`config.mk`:
```
export PLATFORM = sky130hd
export DESIGN_NAME = elevator_call_dispatcher
export DESIGN_NICKNAME = d
export VERILOG_FILES = /design/src/rtl/elevator_pkg.sv /design/src/rtl/call_fifo.sv /design/src/rtl/elevator_call_dispatcher.sv
export SDC_FILE = /design/constraint.sdc
export NUM_CORES = 1
export LEC_CHECK = 0
export CORE_UTILIZATION = 55
export DETAILED_ROUTE_END_ITERATION = 7
export PLACE_DENSITY = 0.83
export SLEW_MARGIN = 30
export SYNTH_ARGS = -nofsm -noshare
export SYNTH_HDL_FRONTEND = slang
export SYNTH_SLANG_ARGS = --single-unit
```
`constraint.sdc`:
```
create_clock -name clk -period 2.8 [get_ports clk]
set_input_delay 0.56 -clock clk [delete_from_list [all_inputs] [get_ports clk]]
set_output_delay 0.56 -clock clk [all_outputs]
set_load 0.03 [all_outputs]
```
`src/rtl/elevator_pkg.sv`:
```
// elevator_pkg: shared floor/call types and dispatcher state encoding
package elevator_pkg;
    localparam int NUM_FLOORS = 5;
    localparam int FLOOR_W = 3;
    typedef logic [FLOOR_W-1:0] floor_t;
    typedef struct packed {
        floor_t origin;
        floor_t dest;
    } call_t;
    typedef enum logic [1:0] {S_IDLE, S_LAUNCH, S_WAIT_BUSY, S_WAIT_DONE} dispatch_state_t;
    function automatic logic call_ok(call_t c);
        return c.origin < floor_t'(NUM_FLOORS) && c.dest < floor_t'(NUM_FLOORS) && c.origin != c.dest;
    endfunction
endpackage

```
`src/rtl/call_fifo.sv`:
```
// call_fifo: DEPTH-entry circular buffer of call requests with occupancy count
module call_fifo
    import elevator_pkg::*;
#(
    parameter int DEPTH = 4
) (
    input  logic                       clk,
    input  logic                       rst,
    input  logic                       push_i,
    input  call_t                      data_i,
    input  logic                       pop_i,
    output call_t                      head_o,
    output logic [$clog2(DEPTH+1)-1:0] count_o,
    output logic                       full_o,
    output logic                       empty_o
);
    localparam int PW = $clog2(DEPTH);
    localparam int CW = $clog2(DEPTH + 1);
    call_t mem_q [DEPTH];
    logic [PW-1:0] wr_q, rd_q;
    logic [CW-1:0] count_q;
    logic do_push, do_pop;
    assign full_o = count_q == CW'(DEPTH);
    assign empty_o = count_q == '0;
    assign do_push = push_i && !full_o;
    assign do_pop = pop_i && !empty_o;
    assign head_o = mem_q[rd_q];
    assign count_o = count_q;
    // entry storage; contents are don't-care until written
    always_ff @(posedge clk) begin
        if (do_push) mem_q[wr_q] <= data_i;
    end
    // pointers wrap naturally since DEPTH is a power of two
    always_ff @(posedge clk or posedge rst) begin
        if (rst) begin
            wr_q <= '0;
            rd_q <= '0;
            count_q <= '0;
        end else begin
            if (do_push) wr_q <= wr_q + 1'b1;
            if (do_pop) rd_q <= rd_q + 1'b1;
            count_q <= count_q + CW'(do_push) - CW'(do_pop);
        end
    end
endmodule

```
`src/rtl/elevator_call_dispatcher.sv`:
```
// elevator_call_dispatcher: validates and queues calls, issues them one at a time to the elevator
module elevator_call_dispatcher
    import elevator_pkg::*;
#(
    parameter int DEPTH = 4,
    parameter int EN_CYCLES = 2,
    parameter int BUSY_TIMEOUT = 16
) (
    input  logic                       clk,
    input  logic                       reset,
    input  logic                       req_valid,
    input  logic [FLOOR_W-1:0]         req_origin,
    input  logic [FLOOR_W-1:0]         req_dest,
    output logic                       req_ready,
    output logic                       req_err,
    input  logic                       estop_btn,
    input  logic                       idle,
    output logic [FLOOR_W-1:0]         in_origin,
    output logic [FLOOR_W-1:0]         destination,
    output logic                       en,
    output logic                       emergency_stop,
    output logic [$clog2(DEPTH+1)-1:0] q_count,
    output logic                       busy
);
    localparam int TW = $clog2(BUSY_TIMEOUT);
    dispatch_state_t state_q;
    logic [TW-1:0] timer_q;
    logic en_q, err_q, estop_q, full, empty, push, pop;
    floor_t origin_q, dest_q;
    call_t req_c, head;
    assign req_c = '{origin: req_origin, dest: req_dest};
    assign req_ready = !reset && !full;
    assign push = req_valid && req_ready && call_ok(req_c);
    assign pop = state_q == S_IDLE && !empty && !estop_btn;
    assign in_origin = origin_q;
    assign destination = dest_q;
    assign en = en_q;
    assign req_err = err_q;
    assign emergency_stop = estop_q;
    assign busy = state_q != S_IDLE;
    call_fifo #(.DEPTH(DEPTH)) u_fifo (
        .clk    (clk),
        .rst    (reset),
        .push_i (push),
        .data_i (req_c),
        .pop_i  (pop),
        .head_o (head),
        .count_o(q_count),
        .full_o (full),
        .empty_o(empty)
    );
    // rejection pulse and emergency-stop register
    always_ff @(posedge clk or posedge reset) begin
        if (reset) begin
            err_q <= 1'b0;
            estop_q <= 1'b0;
        end else begin
            err_q <= req_valid && req_ready && !call_ok(req_c);
            estop_q <= estop_btn;
        end
    end
    // dispatch FSM; timer counts launch cycles then busy-wait cycles; everything freezes on estop
    always_ff @(posedge clk or posedge reset) begin
        if (reset) begin
            state_q <= S_IDLE;
            timer_q <= '0;
            en_q <= 1'b0;
            origin_q <= '0;
            dest_q <= '0;
        end else if (!estop_btn) begin
            case (state_q)
                S_IDLE: if (pop) begin
                    origin_q <= head.origin;
                    dest_q <= head.dest;
                    en_q <= 1'b1;
                    timer_q <= '0;
                    state_q <= S_LAUNCH;
                end
                S_LAUNCH: if (timer_q == TW'(EN_CYCLES - 1)) begin
                    en_q <= 1'b0;
                    timer_q <= '0;
                    state_q <= S_WAIT_BUSY;
                end else timer_q <= timer_q + 1'b1;
                S_WAIT_BUSY: if (!idle) state_q <= S_WAIT_DONE;
                else if (timer_q == TW'(BUSY_TIMEOUT - 1)) state_q <= S_IDLE;
                else timer_q <= timer_q + 1'b1;
                S_WAIT_DONE: if (idle) state_q <= S_IDLE;
                default: state_q <= S_IDLE;
            endcase
        end
    end
endmodule

```
==> flow_summary.toml <==
[outcome]
status = "finished, final reports clean"

[sta]
finalCriticalPeriod_ns = 2.45
grt_setup_unrepaired = "false"
fin_ws_ns = 0.350
relSlewSlack = 0.442
fin_tns_setup_ns = 0
finalHoldViolCount = 0
fin_skew_ns = 0.00950
max_freq_mhz = 408
post-route-period-util = 0.875
maxSlewViolCount = 0
finalSetupViolCount = 0
worstMarginPinSlew_ns = 0.831

[synthesis]
async_flop_share = 0.478
synth_warnings = 0
netlist-cell-type-count = 38
synthTopCellsByCount = "24 x edfxtp_1, 22 x dfrtp_1, 14 x ha_1"
yosysMostFrequentCell = "edfxtp_1"
netlist_top_cells_area = "edfxtp_1 33%, dfrtp_1 25%, ha_1 8.1%"
ys_seq_elements = 46
seq_area_frac_synth = 0.586
netlist_area_sq_um = 2170
synthFlopType = "edfxtp_1"
synth_edf_count = 24
syn-mean-instance-area_sq_um = 14.7
syn_inst = 148
synth_largest_area_cell = "edfxtp_1"
synth_top_area_share = 0.332
synth_nets = 174

[grt]
antenna_found_initial = 0
grt_max_degree = 23
grt.total_usage = 0.212
grt_pass1_wl_um = 6320
grt.overflow.total = 0
grt_pass1_vias = 1372

[setup_path]
worstPathMaxFanout = 2
arrival_ns = 2.67
r2r_cells = 11
cp-start-kind = "input port"
rrSetupSlack_ns = 0.41
r2r_start = "state_q[1]$_DFFE_PP0P_"
cp-end-kind = "flip-flop"
worstSetupPathType = "input port to flip-flop"
r2r_end = "u_fifo.count_o[2]$_DFF_PP0_"
required_ns = 3.02

[clock_tree]
cts_max_level = 2
cts_hold_buffers = 0
cts-resized-gates = 0
cts_inserted_buffers = 5
cts_tree = "done"
cts_root_buf = "clkbuf_8"
post_cts_buffers = 0
clock_path_buffers = 2
clock_latency_ns = 0.31
cts_sinks = 46
clkTransAtPathRegs_ns = 0.08

[floorplan]
pin_count = 25
die_x_um = 64.8
row_count = 22
dieArea_sq_um = 4200
die_h_um = 64.8
core-area_sq_um = 3720
initial_core_util = 0.584

[place]
hpwl_um = 2720
numPlacedInstances = 224
gp_congestion = 0.770
io_buffers = 24
post-place-ws_ns = 0.0730

[power]
comb_power_share = 0.423
p_leak_nw = 1.03
p_seq_frac = 0.413
ir_drop_uv = 528
pwr-share-clk = 0.164
p_int_mw = 1.55
switchingPower_mw = 0.936
swShare = 0.377
p_per_area_nw_per_um2 = 957

[drt]
wl_met2_um = 2080
via_per_inst = 5.60
postRouteAntennaNets = 0
wl_met1_um = 1570
drtPass1Iterations = 4
drc = 0
drtIter0Drc = 49
wire_per_inst_um = 16.6
highest_layer = "met4"
vias = 1299
drt-total-wl_um = 3850
wl_met3_um = 138

[run]
maxCapViolations = 0

[min_path]
hold_depth = 1
hold_path_class = "flip-flop to flip-flop"
min-delay-start = "destination[2]$_DFFE_PP0P_"
min_to = "destination[2]$_DFFE_PP0P_"

[cells_and_area]
final_layout_size_suffix_gt1_frac = 0.179
area_growth_pct = 19.7
fin_nets = 209
fill_cells = 263
fin_cells = 232
multi_input_area_sq_um = 846
seq_area_sq_um = 1270
antennaDiodeCount = 0
==> power by group through the flow <==
stage	clock network (mW)	logic, mW	registers [mW]
floorplan	0	0.613	1.12
global placement	0	1.00	1.03
detailed placement	0	1.04	1.04
CTS	0.413	1.05	1.03
global route	0.435	1.13	1.06
finish	0.407	1.05	1.03
==> state kept, by name, indices dropped and copies added, names as in the netlist <==
name,flops
state_q,2
u_fifo.count_o,3
req_err,1
timer_q,4
u_fifo.wr_q,2
emergency_stop,1
destination,3
u_fifo.mem_q,24
u_fifo.rd_q,2
en,1
in_origin,3
==> layout by cell type, fill, tap and decap left out, types with 2 or more instances in the layout <==
cell type        Yosys  final
o21ai_1              4      4
and2_1               4      4
a21oi_1              4      4
nand3_1              3      3
clkbuf_8             0      5
buf_4                0      6
dfrtp_1             22     22
nor3_1               4      4
mux2_2               7      7
a41oi_1              2      2
mux2i_1              2      2
edfxtp_1            24     24
clkdlybuf4s50_1      0     24
nor2_1               9      9
xor2_1               2      2
nor2b_1              4      4
xnor2_1              4      4
inv_1               12     11
mux4_2               6      6
ha_1                14     14
==> layout make-up <==
cell class / instances / share of cell area
Sequential cell: 46 / 0.489
Multi-Input combinational cell: 88 / 0.326
Timing Repair Buffer: 30 / 0.110
Clock buffer: 5 / 0.0265
Tap cell: 48 / 0.0231
Inverter: 12 / 0.0173
Clock inverter: 3 / 0.00819
==> critical path, cell delays in order <==
cell and delay (ns):
clkdlybuf4s50_1 0.42, or4b_4 0.57, a31oi_4 0.19, ha_1 0.17, inv_1 0.05, fa_1 0.37
xnor2_1 0.19, xnor2_1 0.15
==> through the flow <==
step	area, sq um	hold WS, ns	util	power (mW)
3_3_place_gp	2510	0.490	0.675	2.03
5_1_grt	2600	0.540	0.699	2.63
6_report	2600	0.515	0.699	2.49
3_5_place_dp	2510	0.498	0.675	2.09
4_1_cts	2600	0.517	0.699	2.50
2_1_floorplan	2170	0.502	-	1.73
==> worst max-delay path by stage <==
stage                           startpoint                     endpoint  slack [ns]  cells after the start
floorplan           state_q[0]$_DFFE_PP0P_  u_fifo.count_o[2]$_DFF_PP0_        0.12                     11
global placement             req_origin[2]  u_fifo.count_o[2]$_DFF_PP0_        0.13                      8
detailed placement           req_origin[2]  u_fifo.count_o[2]$_DFF_PP0_        0.07                      8
CTS                 state_q[0]$_DFFE_PP0P_                         busy        0.36                      4
global route        state_q[1]$_DFFE_PP0P_  u_fifo.count_o[2]$_DFF_PP0_        0.25                     11
finish                       req_origin[2]  u_fifo.count_o[2]$_DFF_PP0_        0.35                      8
==> metal layers <==
layer,track usage,vias up
li1,-,607
met1,0.242,642
met2,0.371,43
met3,0.0405,7
met4,0.117,0
met5,0,-
==> kinds of logic after synthesis <==
logic type                 count (synthesis)  share of synthesized area
AOI/OAI and AO/OA                         19                     0.0686
xor gates and xnor gates                   6                     0.0242
adders and majority gates                 15                     0.0899
buffers and inverters                     14                     0.0248
DFF                                       46                      0.586
muxes                                     16                      0.115
and+or+nand+nor                           32                     0.0922
Power figures use the tool's default switching activity.
